===== config.mk =====
export PLATFORM = sky130hd
export DESIGN_NAME = trace_buf
export DESIGN_NICKNAME = d
export VERILOG_FILES = /design/src/rtl/trace_buf.sv
export SDC_FILE = /design/constraint.sdc
export NUM_CORES = 2
export LEC_CHECK = 0
export BUFFER_PORTS_ARGS = -buffer_cell sky130_fd_sc_hd__buf_2
export CAP_MARGIN = 30
export CORE_MARGIN = 1.5
export CORE_UTILIZATION = 60
export CTS_CLUSTER_DIAMETER = 40
export DETAILED_ROUTE_END_ITERATION = 16
export PLACE_DENSITY_LB_ADDON = 0.2
export SKIP_LAST_GASP = 1
export SLEW_MARGIN = 25
export SYNTH_ARGS = -nofsm -noshare
export SYNTH_HDL_FRONTEND = slang
export SYNTH_SLANG_ARGS = --single-unit

===== constraint.sdc =====
create_clock -name iw_clk -period 14.5 [get_ports iw_clk]
set_input_delay 0.725 -clock iw_clk [delete_from_list [all_inputs] [get_ports iw_clk]]
set_output_delay 0.725 -clock iw_clk [all_outputs]
set_load 0.1 [all_outputs]

===== src/rtl/trace_buf.sv =====
// trace_buf: triggered / single-fill trace capture buffer with oldest-first
// ready/valid readout of the captured window.
module trace_buf #(
   parameter int P_CH = 6,
   parameter int P_W = 24,
   parameter int P_DEPTH = 16,
   localparam int AW = $clog2(P_DEPTH),
   localparam int CW = AW + 1,
   localparam int DW = P_CH * P_W
) (
   input  logic          iw_clk,
   input  logic          iw_rst,
   input  logic [DW-1:0] iw_data,
   input  logic          iw_valid,
   input  logic          iw_mode,
   input  logic          iw_arm,
   input  logic          iw_trig,
   input  logic [AW-1:0] iw_post,
   input  logic          iw_abort,
   input  logic          iw_rd_start,
   input  logic          iw_ready,
   output logic          or_valid,
   output logic [DW-1:0] or_data,
   output logic          or_last,
   output logic [2:0]    or_state,
   output logic [AW:0]   or_count
);
   typedef enum logic [2:0] {IDLE = 3'd0, ARMED = 3'd1, POST = 3'd2, DONE = 3'd3, READ = 3'd4} state_t;
   state_t state, state_nx;
   logic [DW-1:0] mem [P_DEPTH];
   logic [AW-1:0] wp, rp, rem;
   logic [CW-1:0] left;
   logic mode, wr, arm_go, trig_go, rd_go, load, rd_end, fill_end, post_end;
   assign or_state = state;
   always_comb begin
      wr = iw_rst && !iw_abort && iw_valid && (state == ARMED || state == POST);
      arm_go = !iw_abort && iw_arm && (state == IDLE || state == DONE);
      trig_go = !iw_abort && iw_trig && !mode && state == ARMED;
      rd_go = !iw_abort && !iw_arm && iw_rd_start && state == DONE && or_count != '0;
      load = state == READ && (!or_valid || (iw_ready && !or_last));
      rd_end = state == READ && or_valid && iw_ready && or_last;
      fill_end = wr && mode && state == ARMED && or_count == CW'(P_DEPTH - 1);
      post_end = wr && state == POST && rem == AW'(1);
      state_nx = state;
      if (iw_abort) state_nx = IDLE;
      else if (arm_go) state_nx = ARMED;
      else if (trig_go) state_nx = iw_post == '0 ? DONE : POST;
      else if (fill_end || post_end) state_nx = DONE;
      else if (rd_go) state_nx = READ;
      else if (rd_end) state_nx = IDLE;
   end
   always_ff @(posedge iw_clk)
      if (!iw_rst) state <= IDLE;
      else state <= state_nx;
   always_ff @(posedge iw_clk)
      if (wr) mem[wp] <= iw_data;
   always_ff @(posedge iw_clk) begin
      if (!iw_rst) begin
         wp <= '0;
         rp <= '0;
         rem <= '0;
         left <= '0;
         mode <= 1'b0;
         or_count <= '0;
         or_valid <= 1'b0;
         or_last <= 1'b0;
         or_data <= '0;
      end else begin
         if (arm_go) begin
            wp <= '0;
            or_count <= '0;
            mode <= iw_mode;
         end else if (wr) begin
            wp <= wp + 1'b1;
            if (or_count != CW'(P_DEPTH)) or_count <= or_count + 1'b1;
         end
         if (trig_go) rem <= iw_post;
         else if (wr && state == POST) rem <= rem - 1'b1;
         // a full buffer has wrapped, so its oldest entry sits at the write pointer
         if (rd_go) begin
            rp <= or_count == CW'(P_DEPTH) ? wp : '0;
            left <= or_count;
         end else if (load) begin
            or_data <= mem[rp];
            rp <= rp + 1'b1;
            left <= left - 1'b1;
            or_valid <= 1'b1;
            or_last <= left == CW'(1);
         end
         if (iw_abort || rd_end) begin
            or_valid <= 1'b0;
            or_last <= 1'b0;
         end
      end
   end
endmodule


# Yosys cells after proc, flatten, opt, wreduce, memory -nomap -nowiden
# Memories as Yosys holds them, arrays and structs flattened. A register that Yosys moved wholly into a read port is not among the register bits.
# Cells that the tools add are included.
# op_classes
n_addsub	5
n_eq_ne	9
n_mux	15
bitwise_logic	2
reduce_logical	46
# ops
op	count
logical AND 1 bit	22
two-way mux 4 bit	5
two-way mux 3 bit	4
two-way mux 5 bit	2
nonzero test 5 bit	2
adder 4 x 1 -> 4 bit (second input constant)	2
equality test 3 x 2 -> 1 bit (second input constant)	2
zero test 1 bit	6
OR reduction 2 bit	3
adder 5 x 1 -> 5 bit (second input constant)	1
equality test 5 x 1 -> 1 bit (second input constant)	1
equality test 5 x 4 -> 1 bit (second input constant)	1
equality test 5 bit (second input constant)	1
logical OR 1 bit	5
inequality test 5 bit (second input constant)	1
subtractor 5 x 1 -> 5 bit (second input constant)	1
equality test 4 x 1 -> 1 bit (second input constant)	1
zero test 4 bit	1
two-way mux 1 bit	4
AND reduction 2 bit	2
nonzero test 2 bit	2
nonzero test 4 bit	1
subtractor 4 x 1 -> 4 bit (second input constant)	1
equality test 3 x 1 -> 1 bit (second input constant)	1
other kinds (4)	5
# word_totals
ff_bits	28
mem_bits_rw	2304
in_bits	157
output_inout_bits	154
elab_cells	88
mem_count	1
# mem_list
name	depth	width	rd	rd_clocked_by_memory_dff	write_ports	line_no	text
mem	16	144	1	1	1	30	logic [DW-1:0] mem [P_DEPTH];

# Depth between registers and ports, before layout
# logic_depth
depth_word	11
mapped_depth	10

# Least setup slack after synthesis
# OpenSTA, ideal clock, no wires.
# synth_timing
path_kind	reg2reg
from	register state[0] (netlist: or_state[0])
to	memory mem[3][0] in the netlist's numbering, enable pin
setup_ns	0.823
arrival_ns	11.734
required_time_ns	13.677
slack_ns	1.943
stages_incl_launch_ff	6
n_path_buf	1
synth_period_minus_slack_ns	12.557
cell_sequence	dfxtp_1 buf_2 xnor2_1 nor2_1 nand2_1 nor3_1
# synth_between
elab_chain_len	5
elab_cells_between_ends	6
cone_classes	2 x eq/ne; 2 x mux; 2 x reduce/logical
# synth_rtl
item	line_no	text
start, declared	29	state_t state, state_nx;
start signal, assigned	54	else state <= state_nx;
equality test 3 x 1 -> 1 bit / equality test 3 x 2 -> 1 bit (equally long branches)	36	wr = iw_rst && !iw_abort && iw_valid && (state == ARMED || state == POST);
logical OR 1 bit (*)	36	
logical AND 1 bit (*)	36	
two-way mux 1 bit (*)	56	if (wr) mem[wp] <= iw_data;
two-way mux 1 bit (not written as such) (*)	56	
end, declared	30	
# Mark *: on every way between the ends. The rest lies on a longest branch, timed or not.

==> impl_metrics.env <==
export IMPL_grt_pass1_wl_mm=300
export IMPL_grt_overflow=0
export IMPL_ir_drop_uv=115
export IMPL_post_cts_buffers=0
export IMPL_clkPwrFrac=0.471
export IMPL_path_cells="buf_4, buf_4, buf_4, buf_16, mux4_2, mux2i_1, a2bb2oi_2, o21ai_1"
export IMPL_synth_edf_count=2304
export IMPL_hold_buffers=0
export IMPL_criticalPathCategory="reg2reg"
export IMPL_p_leak_nw=33.1
export IMPL_cts_tree="yes"
export IMPL_sequentialPowerShare=0.520
export IMPL_cts_root_buf="clkbuf_16"
export IMPL_cts_inserted_buffers=294
export IMPL_worst_path_max_fanout=62
export IMPL_drive_above_1_share=0.324
export IMPL_ant_nets=0
export IMPL_num_rows=144
export IMPL_die_h_um=397
export IMPL_multiInputGateArea_um2=19600
export IMPL_cap_viol_max_count=0
export IMPL_cts_sinks=2476
export IMPL_die_area_um2=158000
export IMPL_cp_required_ns=15.22
export IMPL_crit_family="buffers and inverters"
export IMPL_drt_total_wl_mm=206
export IMPL_swShare=0.192
export IMPL_worst_path_max_delay_cell="buf_4"
export IMPL_power_density_nw_per_um2=140
export IMPL_max_stage_delay_ns=0.83
export IMPL_final_core_util=0.694
export IMPL_ys_seq_elements=2476
export IMPL_nNetsFinal=4691
export IMPL_synth_area_um2=93200
export IMPL_place_hpwl_mm=106
export IMPL_hp_class="in2reg"
export IMPL_synth_async_reset_ratio=0
export IMPL_max_freq_ghz=0.236
export IMPL_p_sw_w=0.00288
export IMPL_die_w_um=397
export IMPL_ff_latch_area_um2=72600
export IMPL_rsz0062_at_grt="no"
export IMPL_syn_to_final_growth_pct=14.7
export IMPL_p_comb_frac=0.009
export IMPL_fin_crit_sh=0.293
export IMPL_syn_nets=4207
export IMPL_initial_core_util=0.605
export IMPL_postSynthCellCount=4038
export IMPL_avgSynthCellArea_um2=23.1
export IMPL_critical_path_buf_inv_count=4
export IMPL_crit_path_start_kind="flip-flop"
export IMPL_power_w=0.0150
export IMPL_grt_start_max_net_pins=154
export IMPL_drc=0
export IMPL_gp_congestion=0.758
export IMPL_first_pass_iters=5
export IMPL_synth_cell_types=50
export IMPL_status="finished, final reports clean"
export IMPL_maxSlewHeadroom=0.229
export IMPL_cts_path_max_buffers=4
export IMPL_cp_arrival_ns=4.97
export IMPL_portBuffers=310
export IMPL_viasPerCell=6.39
export IMPL_ioPinCount=311
export IMPL_crit_top_cell="buf_4"
export IMPL_setup_viol=0
export IMPL_final_common_cell="edfxtp_1"
export IMPL_wl_per_cell_um=30.3
export IMPL_fin_tns_setup_ns=0
export IMPL_clkLatencyLatePin_ns=0.91
export IMPL_dr_total_vias=43400
export IMPL_hold_violations=0
export IMPL_internal_power_w=0.0121
export IMPL_ctsResizeCount=0
export IMPL_drtIter0Drc=3898
export IMPL_tightest_slew_ns=1.16
export IMPL_end_kind="flip-flop"
export IMPL_synth_flop_cell="edfxtp_1"
export IMPL_h_tree_depth=5
export IMPL_dpl_cell_count=6260
export IMPL_core_area_um2=154000
export IMPL_skew_ns=0.0507
export IMPL_fin_crit_ns=4.24
export IMPL_antenna_found_initial=46
export IMPL_synth_seq_area_share=0.780
export IMPL_fill_cells=9212
export IMPL_path_clk_slew_ns=0.06
export IMPL_grt_pass1_vias=44600
export IMPL_maxSlewViolCount=0
export IMPL_grt_use_total=0.265
export IMPL_final_cells=6789
export IMPL_ys_warn_count=0
export IMPL_mostFrequentLayoutCells="2,304 x edfxtp_1, 576 x mux4_2, 310 x buf_2"
[cell type report]
| type | count | share of cell area |
|---|---|---|
| diodes | 10 | 0.000234 |
| flip-flops and latches | 2476 | 0.680 |
| clock inverters | 128 | 0.0129 |
| inverters | 11 | 0.000386 |
| well taps | 2044 | 0.0239 |
| repair buffers | 407 | 0.0247 |
| multi-input cells | 1332 | 0.183 |
| clock buffers | 381 | 0.0750 |
[power by group through the flow]
stage | clock (W) | combinational (W) | sequential [W]
2_1_floorplan | 0 | 0.0000196 | 0.00796
6_report | 0.00707 | 0.000134 | 0.00780
3_5_place_dp | 0 | 0.000136 | 0.00795
4_1_cts | 0.00718 | 0.000135 | 0.00780
3_3_place_gp | 0 | 0.000128 | 0.00795
5_1_grt | 0.00746 | 0.000148 | 0.00780
[cell usage after synthesis (27+ instances only)]
| cell type | n | area [µm²] |
|---|---|---|
| edfxtp_1 | 2304 | 69200 |
| mux4_2 | 576 | 13000 |
| nor3_1 | 27 | 135 |
| mux2i_1 | 268 | 2680 |
| a2bb2oi_2 | 90 | 1350 |
| a2bb2oi_1 | 42 | 368 |
| o21ai_1 | 90 | 450 |
| dfxtp_1 | 172 | 3440 |
| buf_2 | 69 | 345 |
| o21ai_0 | 58 | 290 |
| nor2_1 | 35 | 131 |
| clkbuf_1 | 112 | 420 |
[worst min-delay path, delay by kind of cell]
family | cells | cell delay (ns)
AND/OR/NAND/NOR | 1 | 0.05
AO/OA/AOI/OAI | 1 | 0.06
buffers and inverters | 1 | 0.11
[routing by layer]
metal | up-vias | GRT usage | wire length, µm
met2 | 1820 | 0.423 | 102000
li1 | 18200 | - | -
met3 | 384 | 0.0634 | 17100
met4 | 44 | 0.0784 | 5090
met5 | - | 0 | 271
met1 | 23000 | 0.369 | 81500
[state kept, by name (all words and copies together) (netlist names)]
register / flops
wp: 4
or_data: 144
rp: 4
mode: 1
rem: 4
mem: 2304
or_state: 3
or_valid: 1
or_last: 1
left: 5
or_count: 5
[through the flow]
stage	hold WS (ns)	cell area [µm²]	setup WS, ns
finish	0.137	107000	10.26
global route	0.124	107000	9.96
CTS	0.0636	107000	9.98
detailed placement	0.460	97200	9.39
global placement	0.448	97100	9.20
floorplan	0.466	93200	1.94
[path summary, 6_finish.rpt]
check                            startpoint      endpoint  slack (ns)  cells past startpoint
worst max-delay path                  rp[3]  or_data[128]       10.26                      8
worst min register to register  or_data[90]   or_data[90]        0.47                      2
worst min-delay path             iw_post[0]        rem[0]        0.14                      3
worst max register to register        rp[3]  or_data[128]       10.26                      8
[cell families (layout without fill, tap and decap cells)]
| group | after synthesis | count (layout) | synth area share |
|---|---|---|---|
| flip-flops | 2476 | 2476 | 0.780 |
| adder cells (fa/ha/maj) | 12 | 12 | 0.00161 |
| buffers and inverters | 230 | 927 | 0.0113 |
| multiplexers | 857 | 857 | 0.170 |
| other | 0 | 10 | 0 |
| AND/OR/NAND/NOR | 123 | 123 | 0.00646 |
| XOR/XNOR | 12 | 12 | 0.00113 |
| AO/OA/AOI/OAI | 328 | 328 | 0.0303 |
No activity file was read; power rests on OpenSTA's default activity.
